--- src/rtl/lane_issue_ctrl_pkg.sv ---
// Shared types for the lane issue controller: opcode encoding, opcode decode
// helper and the latency limit.
package lane_issue_ctrl_pkg;

    localparam int MAX_MULT_LAT = 8;

    typedef enum logic [1:0] {
        OP_NOP = 2'd0,
        OP_LDI = 2'd1,
        OP_MUL = 2'd2
    } op_e;

    // Encoding 3 is reserved and folds onto NOP.
    function automatic op_e decode_op(input logic [1:0] raw);
        case (raw)
            2'd1:    return OP_LDI;
            2'd2:    return OP_MUL;
            default: return OP_NOP;
        endcase
    endfunction

endpackage

--- src/rtl/lane_issue_ctrl_if.sv ---
// Instruction handshake plus register-file/multiplier control bundle shared
// by the issue controller (slave) and its instruction source (master).
interface lane_issue_ctrl_if #(
    parameter int LANES  = 4,
    parameter int ADDR_W = 5,
    parameter int DATA_W = 16
);
    logic [LANES-1:0]             in_valid;
    logic [LANES-1:0]             in_ready;
    logic [LANES-1:0][1:0]        in_op;
    logic [LANES-1:0][ADDR_W-1:0] in_rd;
    logic [LANES-1:0][ADDR_W-1:0] in_rs1;
    logic [LANES-1:0][ADDR_W-1:0] in_rs2;
    logic [LANES-1:0][DATA_W-1:0] in_imm;
    logic [LANES-1:0]             r_valid1;
    logic [LANES-1:0]             r_valid2;
    logic [LANES-1:0][ADDR_W-1:0] r_addr1;
    logic [LANES-1:0][ADDR_W-1:0] r_addr2;
    logic [LANES-1:0]             w_valid;
    logic [LANES-1:0]             w_sel;
    logic [LANES-1:0][ADDR_W-1:0] w_addr;
    logic [LANES-1:0][DATA_W-1:0] w_data;
    logic [LANES-1:0]             busy;
    logic                         idle;

    modport master (
        output in_valid, in_op, in_rd, in_rs1, in_rs2, in_imm,
        input  in_ready, r_valid1, r_valid2, r_addr1, r_addr2,
        input  w_valid, w_sel, w_addr, w_data, busy, idle
    );

    modport slave (
        input  in_valid, in_op, in_rd, in_rs1, in_rs2, in_imm,
        output in_ready, r_valid1, r_valid2, r_addr1, r_addr2,
        output w_valid, w_sel, w_addr, w_data, busy, idle
    );
endinterface

--- src/rtl/lane_issue_ctrl_lane_sched.sv ---
// One lane: register scoreboard, MUL writeback shift pipe, hazard detection
// and read/write port muxing.
module lane_sched
    import lane_issue_ctrl_pkg::*;
#(
    parameter int ADDR_W   = 5,
    parameter int DATA_W   = 16,
    parameter int MULT_LAT = 2
) (
    input  logic              clk,
    input  logic              rst_n,
    input  logic              in_valid_i,
    output logic              in_ready_o,
    input  logic [1:0]        in_op_i,
    input  logic [ADDR_W-1:0] in_rd_i,
    input  logic [ADDR_W-1:0] in_rs1_i,
    input  logic [ADDR_W-1:0] in_rs2_i,
    input  logic [DATA_W-1:0] in_imm_i,
    output logic              r_valid1_o,
    output logic              r_valid2_o,
    output logic [ADDR_W-1:0] r_addr1_o,
    output logic [ADDR_W-1:0] r_addr2_o,
    output logic              w_valid_o,
    output logic              w_sel_o,
    output logic [ADDR_W-1:0] w_addr_o,
    output logic [DATA_W-1:0] w_data_o,
    output logic              busy_o
);
    localparam int NREG = 2 ** ADDR_W;

    typedef struct packed {
        logic              v;
        logic [ADDR_W-1:0] rd;
    } pipe_ent_t;

    op_e                          op;
    logic [NREG-1:0]              sb_q, sb_d;
    pipe_ent_t [MULT_LAT-1:0]     pipe_q, pipe_d;
    logic                         wb_v;
    logic [ADDR_W-1:0]            wb_rd;
    logic                         hazard;
    logic                         go_mul, go_ldi;

    assign op    = decode_op(in_op_i);
    assign wb_v  = pipe_q[MULT_LAT-1].v;
    assign wb_rd = pipe_q[MULT_LAT-1].rd;

    // LDI uses the write port in its accept cycle, so any writeback blocks it.
    always_comb begin
        hazard = 1'b0;
        case (op)
            OP_MUL:  hazard = sb_q[in_rs1_i] | sb_q[in_rs2_i] | sb_q[in_rd_i];
            OP_LDI:  hazard = sb_q[in_rd_i] | wb_v;
            default: hazard = 1'b0;
        endcase
    end

    assign in_ready_o = ~hazard;
    // rst_n gating keeps all issue outputs quiet while reset is held.
    assign go_mul = rst_n & in_valid_i & ~hazard & (op == OP_MUL);
    assign go_ldi = rst_n & in_valid_i & ~hazard & (op == OP_LDI);

    assign r_valid1_o = go_mul;
    assign r_valid2_o = go_mul;
    assign r_addr1_o  = go_mul ? in_rs1_i : '0;
    assign r_addr2_o  = go_mul ? in_rs2_i : '0;
    assign w_valid_o  = wb_v | go_ldi;
    assign w_sel_o    = wb_v;
    assign w_addr_o   = wb_v ? wb_rd : (go_ldi ? in_rd_i : '0);
    assign w_data_o   = go_ldi ? in_imm_i : '0;

    always_comb begin
        busy_o = 1'b0;
        for (int s = 0; s < MULT_LAT; s++) busy_o = busy_o | pipe_q[s].v;
    end

    always_comb begin
        pipe_d[0].v  = go_mul;
        pipe_d[0].rd = go_mul ? in_rd_i : '0;
        for (int s = 1; s < MULT_LAT; s++) pipe_d[s] = pipe_q[s-1];
        sb_d = sb_q;
        if (wb_v)   sb_d[wb_rd]   = 1'b0;
        if (go_mul) sb_d[in_rd_i] = 1'b1;
    end

    always_ff @(posedge clk or negedge rst_n) begin
        if (!rst_n) begin
            sb_q   <= '0;
            pipe_q <= '0;
        end else begin
            sb_q   <= sb_d;
            pipe_q <= pipe_d;
        end
    end

endmodule

--- src/rtl/lane_issue_ctrl.sv ---
// Per-lane issue controller top: replicates the lane scheduler and reduces
// the per-lane busy flags into a global idle.
module lane_issue_ctrl
    import lane_issue_ctrl_pkg::*;
#(
    parameter int LANES    = 4,
    parameter int ADDR_W   = 5,
    parameter int DATA_W   = 16,
    parameter int MULT_LAT = 2
) (
    input  logic              clk,
    input  logic              rst_n,
    lane_issue_ctrl_if.slave  bus
);
    logic [LANES-1:0]             in_ready;
    logic [LANES-1:0]             r_valid1, r_valid2, w_valid, w_sel, busy;
    logic [LANES-1:0][ADDR_W-1:0] r_addr1, r_addr2, w_addr;
    logic [LANES-1:0][DATA_W-1:0] w_data;

    for (genvar g = 0; g < LANES; g++) begin : g_lane
        lane_sched #(
            .ADDR_W   (ADDR_W),
            .DATA_W   (DATA_W),
            .MULT_LAT (MULT_LAT)
        ) u_sched (
            .clk        (clk),
            .rst_n      (rst_n),
            .in_valid_i (bus.in_valid[g]),
            .in_ready_o (in_ready[g]),
            .in_op_i    (bus.in_op[g]),
            .in_rd_i    (bus.in_rd[g]),
            .in_rs1_i   (bus.in_rs1[g]),
            .in_rs2_i   (bus.in_rs2[g]),
            .in_imm_i   (bus.in_imm[g]),
            .r_valid1_o (r_valid1[g]),
            .r_valid2_o (r_valid2[g]),
            .r_addr1_o  (r_addr1[g]),
            .r_addr2_o  (r_addr2[g]),
            .w_valid_o  (w_valid[g]),
            .w_sel_o    (w_sel[g]),
            .w_addr_o   (w_addr[g]),
            .w_data_o   (w_data[g]),
            .busy_o     (busy[g])
        );
    end

    assign bus.in_ready = in_ready;
    assign bus.r_valid1 = r_valid1;
    assign bus.r_valid2 = r_valid2;
    assign bus.r_addr1  = r_addr1;
    assign bus.r_addr2  = r_addr2;
    assign bus.w_valid  = w_valid;
    assign bus.w_sel    = w_sel;
    assign bus.w_addr   = w_addr;
    assign bus.w_data   = w_data;
    assign bus.busy     = busy;
    assign bus.idle     = ~|busy;

endmodule

--- src/flat_wrapper.sv ---
// flat-port wrapper written by rule: the top's interface ports become plain ports
module lane_issue_ctrl_flat import lane_issue_ctrl_pkg::*;
#(
    parameter int LANES    = 4,
    parameter int ADDR_W   = 5,
    parameter int DATA_W   = 16,
    parameter int MULT_LAT = 2
)
  (clk, rst_n, bus_in_valid, bus_in_op, bus_in_rd, bus_in_rs1, bus_in_rs2, bus_in_imm, bus_in_ready, bus_r_valid1, bus_r_valid2, bus_r_addr1, bus_r_addr2, bus_w_valid, bus_w_sel, bus_w_addr, bus_w_data, bus_busy, bus_idle);
  lane_issue_ctrl_if #(.LANES(LANES), .ADDR_W(ADDR_W), .DATA_W(DATA_W)) bus_i ();
  input  logic clk;
  input  logic rst_n;
  input wire logic [$bits(bus_i.in_valid)-1:0] bus_in_valid;
  input wire logic [$bits(bus_i.in_op)-1:0] bus_in_op;
  input wire logic [$bits(bus_i.in_rd)-1:0] bus_in_rd;
  input wire logic [$bits(bus_i.in_rs1)-1:0] bus_in_rs1;
  input wire logic [$bits(bus_i.in_rs2)-1:0] bus_in_rs2;
  input wire logic [$bits(bus_i.in_imm)-1:0] bus_in_imm;
  output wire logic [$bits(bus_i.in_ready)-1:0] bus_in_ready;
  output wire logic [$bits(bus_i.r_valid1)-1:0] bus_r_valid1;
  output wire logic [$bits(bus_i.r_valid2)-1:0] bus_r_valid2;
  output wire logic [$bits(bus_i.r_addr1)-1:0] bus_r_addr1;
  output wire logic [$bits(bus_i.r_addr2)-1:0] bus_r_addr2;
  output wire logic [$bits(bus_i.w_valid)-1:0] bus_w_valid;
  output wire logic [$bits(bus_i.w_sel)-1:0] bus_w_sel;
  output wire logic [$bits(bus_i.w_addr)-1:0] bus_w_addr;
  output wire logic [$bits(bus_i.w_data)-1:0] bus_w_data;
  output wire logic [$bits(bus_i.busy)-1:0] bus_busy;
  output wire logic [$bits(bus_i.idle)-1:0] bus_idle;
  assign bus_i.in_valid = bus_in_valid;
  assign bus_i.in_op = bus_in_op;
  assign bus_i.in_rd = bus_in_rd;
  assign bus_i.in_rs1 = bus_in_rs1;
  assign bus_i.in_rs2 = bus_in_rs2;
  assign bus_i.in_imm = bus_in_imm;
  assign bus_in_ready = bus_i.in_ready;
  assign bus_r_valid1 = bus_i.r_valid1;
  assign bus_r_valid2 = bus_i.r_valid2;
  assign bus_r_addr1 = bus_i.r_addr1;
  assign bus_r_addr2 = bus_i.r_addr2;
  assign bus_w_valid = bus_i.w_valid;
  assign bus_w_sel = bus_i.w_sel;
  assign bus_w_addr = bus_i.w_addr;
  assign bus_w_data = bus_i.w_data;
  assign bus_busy = bus_i.busy;
  assign bus_idle = bus_i.idle;
  lane_issue_ctrl #(.LANES(LANES), .ADDR_W(ADDR_W), .DATA_W(DATA_W), .MULT_LAT(MULT_LAT)) u_core (.clk(clk), .rst_n(rst_n), .bus(bus_i));
endmodule
--- config.mk ---
export PLATFORM = sky130hd
export DESIGN_NAME = lane_issue_ctrl_flat
export DESIGN_NICKNAME = d
export VERILOG_FILES = /design/src/rtl/lane_issue_ctrl_pkg.sv /design/src/rtl/lane_issue_ctrl_if.sv /design/src/rtl/lane_issue_ctrl_lane_sched.sv /design/src/rtl/lane_issue_ctrl.sv /design/src/flat_wrapper.sv
export SDC_FILE = /design/constraint.sdc
export NUM_CORES = 1
export LEC_CHECK = 0
export CAP_MARGIN = 5
export CORE_MARGIN = 1.5
export CORE_UTILIZATION = 40
export DETAILED_ROUTE_END_ITERATION = 6
export HOLD_SLACK_MARGIN = 0.02
export PLACE_DENSITY = 0.72
export SETUP_SLACK_MARGIN = 0.2
export SLEW_MARGIN = 30
export SYNTH_ARGS = -nofsm -noshare
export SYNTH_HDL_FRONTEND = slang
export SYNTH_HIERARCHICAL = 1
export SYNTH_SLANG_ARGS = --single-unit
--- constraint.sdc ---
create_clock -name clk -period 5.7 [get_ports clk]
set_input_delay 1.14 -clock clk [delete_from_list [all_inputs] [get_ports clk]]
set_output_delay 1.14 -clock clk [all_outputs]
set_load 0.02 [all_outputs]
Word level (Yosys, flattened, before mapping) --
Index checks and enable logic that the tools add are counted.
Word-level totals: logic and storage cells 202, bits of input ports 138, flip-flop bits (word level) 176, output and inout port bits 149
Operators by class: bitwise operators 52, reduce and logical (&&, ||, !) cells 10, $lt $le $gt $ge 24, equal/unequal tests 16, mux-type cells 80
Operators by type and width (count):
- $mux W32 | 8
- $and A32 B32 Y32 | 4
- $not A32 Y32 | 4
- $or A32 B32 Y32 | 4
- $mux W5 | 20
- $lt A5 B6 Y1 const B | 16
- $mux W16 | 4
- $bmux W1 S5 | 12
- $demux W1 S5 | 8
- $ge A5 B1 Y1 const B | 8
- $mux W1 | 20
- $or A1 B1 Y1 | 20
- $and A1 B1 Y1 | 16
- $eq A2 B1 Y1 const B | 8
- $eq A2 B2 Y1 const B | 8
- $pmux W2 S2 | 4
- $logic_and A1 B1 Y1 | 8
- $pmux W1 S2 | 4
- $not A1 Y1 | 4
- $reduce_or A4 Y1 | 1
- $logic_not A1 Y1 | 1

Logic depth before layout (Yosys ltp) --
Gate-level depths: netlist of the first run.
depth in word-level cells 10, depth in mapped cells 12, gate-level depth less buffers 8

Cells and area by module --
The synthesis of the first run kept the hierarchy.
By module, submodules not included:
- lane_sched (u_core.g_lane[1].u_sched ...) | instances 2, cells an instance 309, seq. area each 1101.1 µm², area each 3096.7 µm²
- lane_sched (u_core.g_lane[3].u_sched) | instances 1, cells an instance 435, seq. area each 1101.1 µm², area each 3598.5 µm²
- lane_sched (u_core.g_lane[0].u_sched) | instances 1, cells an instance 309, seq. area each 1101.1 µm², area each 3111.7 µm²
- lane_issue_ctrl | instances 1, cells an instance 1, seq. area each 0.0 µm², area each 12.5 µm²

Worst setup path after synthesis of the first run --
Ideal clock, no wire load.
path kind in2out, start point in bus_in_rs2[2], end point out bus_r_valid2[0], setup slack 0.821 ns, data required time 4.560 ns, buffers on the path 4, stages 11, data arrival time 3.739 ns, cell sequence buf_6 > mux4_2 > and4b_1 > a2111oi_0 > o2111ai_1 > a2111oi_2 > a211oi_1 > buf_6 > buf_6 > nor2_1 > buf_4
Between the ends: longest elaborated chain between the ends 8
RTL lines:
- from (decl) | RTL line flat_wrapper.sv:17 | input wire logic [$bits(bus_i.in_rs2)-1:0] bus_in_rs2;
- $bmux W1 S5 | RTL line lane_issue_ctrl_lane_sched.sv:52 | OP_MUL: hazard = sb_q[in_rs1_i] | sb_q[in_rs2_i] | sb_q[in_rd_i];
- $mux W1 (not written as such) | RTL line lane_issue_ctrl_lane_sched.sv:52
- $or A1 B1 Y1 (2 in a row) | RTL line lane_issue_ctrl_lane_sched.sv:52
- $pmux W1 S2 | RTL line lane_issue_ctrl_lane_sched.sv:51 | case (op)
- $not A1 Y1 | RTL line lane_issue_ctrl_lane_sched.sv:60 | assign go_mul = rst_n & in_valid_i & ~hazard & (op == OP_MUL);
- $and A1 B1 Y1 (2 in a row) | RTL line lane_issue_ctrl_lane_sched.sv:60
- to (decl) | RTL line flat_wrapper.sv:21 | output wire logic [$bits(bus_i.r_valid2)-1:0] bus_r_valid2;
No other way between the ends. The select of a mux whose other input is x is not followed.

Worst setup path in the final report of the first run --
start point in bus_in_rd[2], end point out bus_w_data[15]
Between the ends: longest elaborated chain between the ends 8, elaborated cells between the ends (all ways) 9, classes of those cells 4 x mux; 5 x bitwise
RTL lines:
- from (decl) | RTL line flat_wrapper.sv:15 | input wire logic [$bits(bus_i.in_rd)-1:0] bus_in_rd;
- $bmux W1 S5 (*) | RTL line lane_issue_ctrl_lane_sched.sv:52, lane_issue_ctrl_lane_sched.sv:53
- $mux W1 (not written as such) (*) | RTL line lane_issue_ctrl_lane_sched.sv:52, lane_issue_ctrl_lane_sched.sv:53
- $or A1 B1 Y1, on equally long branches | RTL line lane_issue_ctrl_lane_sched.sv:53, lane_issue_ctrl_lane_sched.sv:52
- $pmux W1 S2 (*) | RTL line lane_issue_ctrl_lane_sched.sv:51
- $not A1 Y1 (*) | RTL line lane_issue_ctrl_lane_sched.sv:61 | assign go_ldi = rst_n & in_valid_i & ~hazard & (op == OP_LDI);
- $and A1 B1 Y1 (*) (2 in a row) | RTL line lane_issue_ctrl_lane_sched.sv:61
- $mux W16 (*) | RTL line lane_issue_ctrl_lane_sched.sv:70 | assign w_data_o = go_ldi ? in_imm_i : '0;
- to (decl) | RTL line flat_wrapper.sv:27 | output wire logic [$bits(bus_i.w_data)-1:0] bus_w_data;
Every way passes the cells marked *; elsewhere a longest branch is shown, timed or not. The select of a mux whose other input is x is not followed.

==> impl_results.md, run 1 <==
* Outcome: finished clean
* Die Wd at about 180 µm
* Area delta synth->final at 31.54%
* DRT Wirelength at about 46000 µm
* # IOs at 287
* Top cell type's share of synthesized area at about a third
* Area leader, netlist: dfrtp_1
* Warnings, synthesis at 6
* CP Max Fanout at 22
* Setup Skew at approximately 0.015 ns
* Kind of end point of the critical path: output port
* Initial Util at ~41%
* Via density at 6.278
* Vias post-DR at about 13000
* Die area at between 30000 and 40000 µm²
* GRT overflow at 0
* Slew margin rel. at 46.82%
* Clock transition at the registers of the reported paths at ~0.07 ns
* Area after DPL at about 16000 µm²
* First drt pass iteration count at 6
* Yosys reg bits at 176
* First-pass GRT wire length at between 70000 and 80000 µm
* Final setup viols at 0
* Gr usage total at a little over a quarter
* Clock Root Buffer: clkbuf_16
* Period minus WS final at ~5.5 ns
* Die Span Y at about 180 µm
* Clock buffer depth at 2
* I/O Buffers at between 200 and 300
* Largest net degree at the start of global routing at 76
* Worst Setup SP: bus_in_rd[2]
* RSZ-0062 raised after global routing: true
* H-tree depth at 4
* Max cap viols at 0
* Area contributors post-synth: dfrtp_1 34%, mux4_2 12%, o21ai_0 6.5%, o31ai_1 5.6%, mux2i_1 4.3%
* Worst Setup EP: bus_w_data[15]
* Final HPWL DP at 33950 µm
* Main synth FF type: dfrtp_1
* Post-Syn Instances at about 1400
* Post-layout util at between 50% and 60%
* Rows at 65
* CTS hold repair buffers at 0
* Top-count cell post-synth: dfrtp_1
* Number of synthesized flops with an enable pin at 0
* Hold_ws at between 0.3 and 0.4 ns
* Commonest cells in the netlist: 176 x dfrtp_1, 169 x o21ai_0, 97 x o31ai_1
* Worst path required time at approximately 4.6 ns
* Maximum vdd drop at roughly 0.14 mV
* Final non-filler cell area at 16990 µm²
* Non-Filler Instances at about 2000
* Initial antenna violation count at 2
* Placed instance count at approximately 2000
* Avg Cell Area, Syn at 9.476 µm²
* Syn_nets at roughly 1500
* Reg-to-reg endpoint: u_core/g_lane[0].u_sched/sb_q[16]
* Vias in the first global route at around 12000
* Synthesized cell area at approximately 13000 µm²
* Number of CTS-inserted buffers at 17
* Worst Max-Slew Pin Slew at 0.7958 ns
* Seq/Total Area, Yosys at approximately a third
* CTS tree: yes
* Worst R2R Start: u_core/g_lane[0].u_sched/sb_q[21]
* Post-route DRC at 0
* Critical Path AT at around 4.4 ns
* Asr flop ratio synth at 100.0%
* Power per Cell Area at around 180 nW/µm²
* Power after layout at between 3 and 4 mW
* Netlist cell types at 73
* Share of post-route cells with drive strength above 1 at between 10% and 20%
* Routed WL per cell at between 20 and 25 µm
* GPL Wtd Cong at 0.9962
* Class of the tightest hold or removal check: reg2reg
* Clock latency on the worst-skew pair at about 0.44 ns
* DRT antenna net count at 0
* Leak pwr at 6.219 nW
* Max Fclk at around 180 MHz
* Clock Sink Count at 176
* Crit start category: primary input
* Crit Path Category: in2out
* Worst R2R Path Depth at 9
* Register-to-register setup slack at roughly 2.7 ns
* Final #Nets at around 1800
* Initial drt markers at around 1400
* Final count of hold timing violations at 0
* Core area at 31640 µm²
* Max-slew violations at 0
* Period utilization at 96.69%
==> worst max-delay path: stages <==
cell	delay, ns
clkdlybuf4s50_1	0.56
mux4_2	0.53
or4_1	0.40
o221ai_1	0.13
a21oi_2	0.10
nor2_1	0.24
o211a_2	0.46
and2_1	0.18
clkdlybuf4s50_1	0.64
==> report_power, final <==
part	switching [mW]	total, mW	internal (mW)
Clock	0.506	1.21	0.705
Combinational	0.337	0.602	0.265
Sequential	0.0253	1.29	1.27
==> sequential cells by signal, summed over array words and instances (netlist names) <==
register and cells:
u_core/g_lane.u_sched/wb_rd 20, u_core/g_lane.u_sched/pipe_d 24, u_core/g_lane.u_sched/sb_q 128, u_core/g_lane.u_sched/w_sel_o 4
==> metrics by stage <==
stage / setup slack (ns) / TNS [ns]
after global placement: -0.02616 / -0.08332
after CTS: 0.08966 / 0
after floorplan: 0.8212 / 0
after detailed placement: -0.03536 / -0.1350
final: 0.1885 / 0
after global routing: -0.03392 / -0.03392
==> layout make-up <==
cell class	count	area (µm²)
diodes	2	5.005
clock buffers	20	446.7
clock inverters	11	157.7
fillers	2805	14650
inverters	26	97.59
multi-input cells	1027	7854
flip-flops and latches	176	4404
well taps	402	503.0
repair buffers	366	3522
==> layer usage <==
metal | track usage, % | up-vias | part of all wire (%)
li1 | - | 5649 | -
met1 | 35.63 | 6207 | 40
met2 | 43.85 | 784 | 47
met3 | 4.849 | 104 | 9.8
met4 | 11.07 | 0 | 3.0
met5 | 0 | - | 0
==> repair_timing <==
item	in CTS	in global routing
hold endpoints to repair	0	0
buffers inserted	6	0
gates resized for setup	27	32
pin swaps	4	2
setup endpoints to repair	105	78
==> placed cells by master, fill, tap and decap left out, drive strengths merged, types with 7 or more instances in the layout <==
cell type,netlist,final
nand4,37,37
o21ai,172,172
nand3b,20,20
ha,8,8
buf,65,83
nand3,65,65
dlygate4sd2,0,19
dfrtp,176,176
inv,25,27
a22oi,12,12
nand2b,11,11
nand2,79,79
clkbuf,69,23
nor2,79,79
and3,25,25
and2,54,54
mux4,67,67
nor2b,37,37
clkdlybuf4s50,0,243
nor3b,45,45
mux2,11,11
or2,10,10
a22o,16,16
dlymetal6s2s,0,16
nor3,17,17
a21oi,17,17
o31ai,97,97
a221oi,7,7
mux2i,56,56
or3b,8,8
==> worst min-delay path by stage <==
| stage | startpoint | to | slack, ns | depth (start not counted) |
|---|---|---|---|---|
| floorplan | u_core/g_lane[0].u_sched/pipe_d[6] | u_core/g_lane[0].u_sched/wb_rd[0] | 0.33 | 0 |
| global placement | u_core/g_lane[0].u_sched/pipe_d[8] | u_core/g_lane[0].u_sched/wb_rd[2] | 0.33 | 0 |
| detailed placement | u_core/g_lane[2].u_sched/pipe_d[7] | u_core/g_lane[2].u_sched/wb_rd[1] | 0.33 | 0 |
| CTS | u_core/g_lane[3].u_sched/pipe_d[8] | u_core/g_lane[3].u_sched/wb_rd[2] | 0.35 | 0 |
| global route | u_core/g_lane[2].u_sched/pipe_d[6] | u_core/g_lane[2].u_sched/wb_rd[0] | 0.35 | 0 |
| finish | u_core/g_lane[0].u_sched/pipe_d[6] | u_core/g_lane[0].u_sched/wb_rd[0] | 0.35 | 0 |
==> cells by family after synthesis <==
kind of cell / share of synthesized area, %
AND/OR/NAND/NOR: 23.09
AO/OA/AOI/OAI: 19.22
flip-flops: 34.10
buffers and inverters: 5.832
multiplexers: 16.98
adder cells (fa/ha/maj): 0.7750
Power figures use the tool's default switching activity.
==> run 2, diff against run 1 <==
--- a/config.mk
+++ b/config.mk
@@ -5,7 +5,7 @@
 export SDC_FILE = /design/constraint.sdc
 export NUM_CORES = 1
 export LEC_CHECK = 0
-export CAP_MARGIN = 5
+export CAP_MARGIN = 0
 export CORE_MARGIN = 1.5
 export CORE_UTILIZATION = 40
 export DETAILED_ROUTE_END_ITERATION = 6
==> results of run 2 <==
The final DEF is identical to that of run 1; final timing and power are the same.
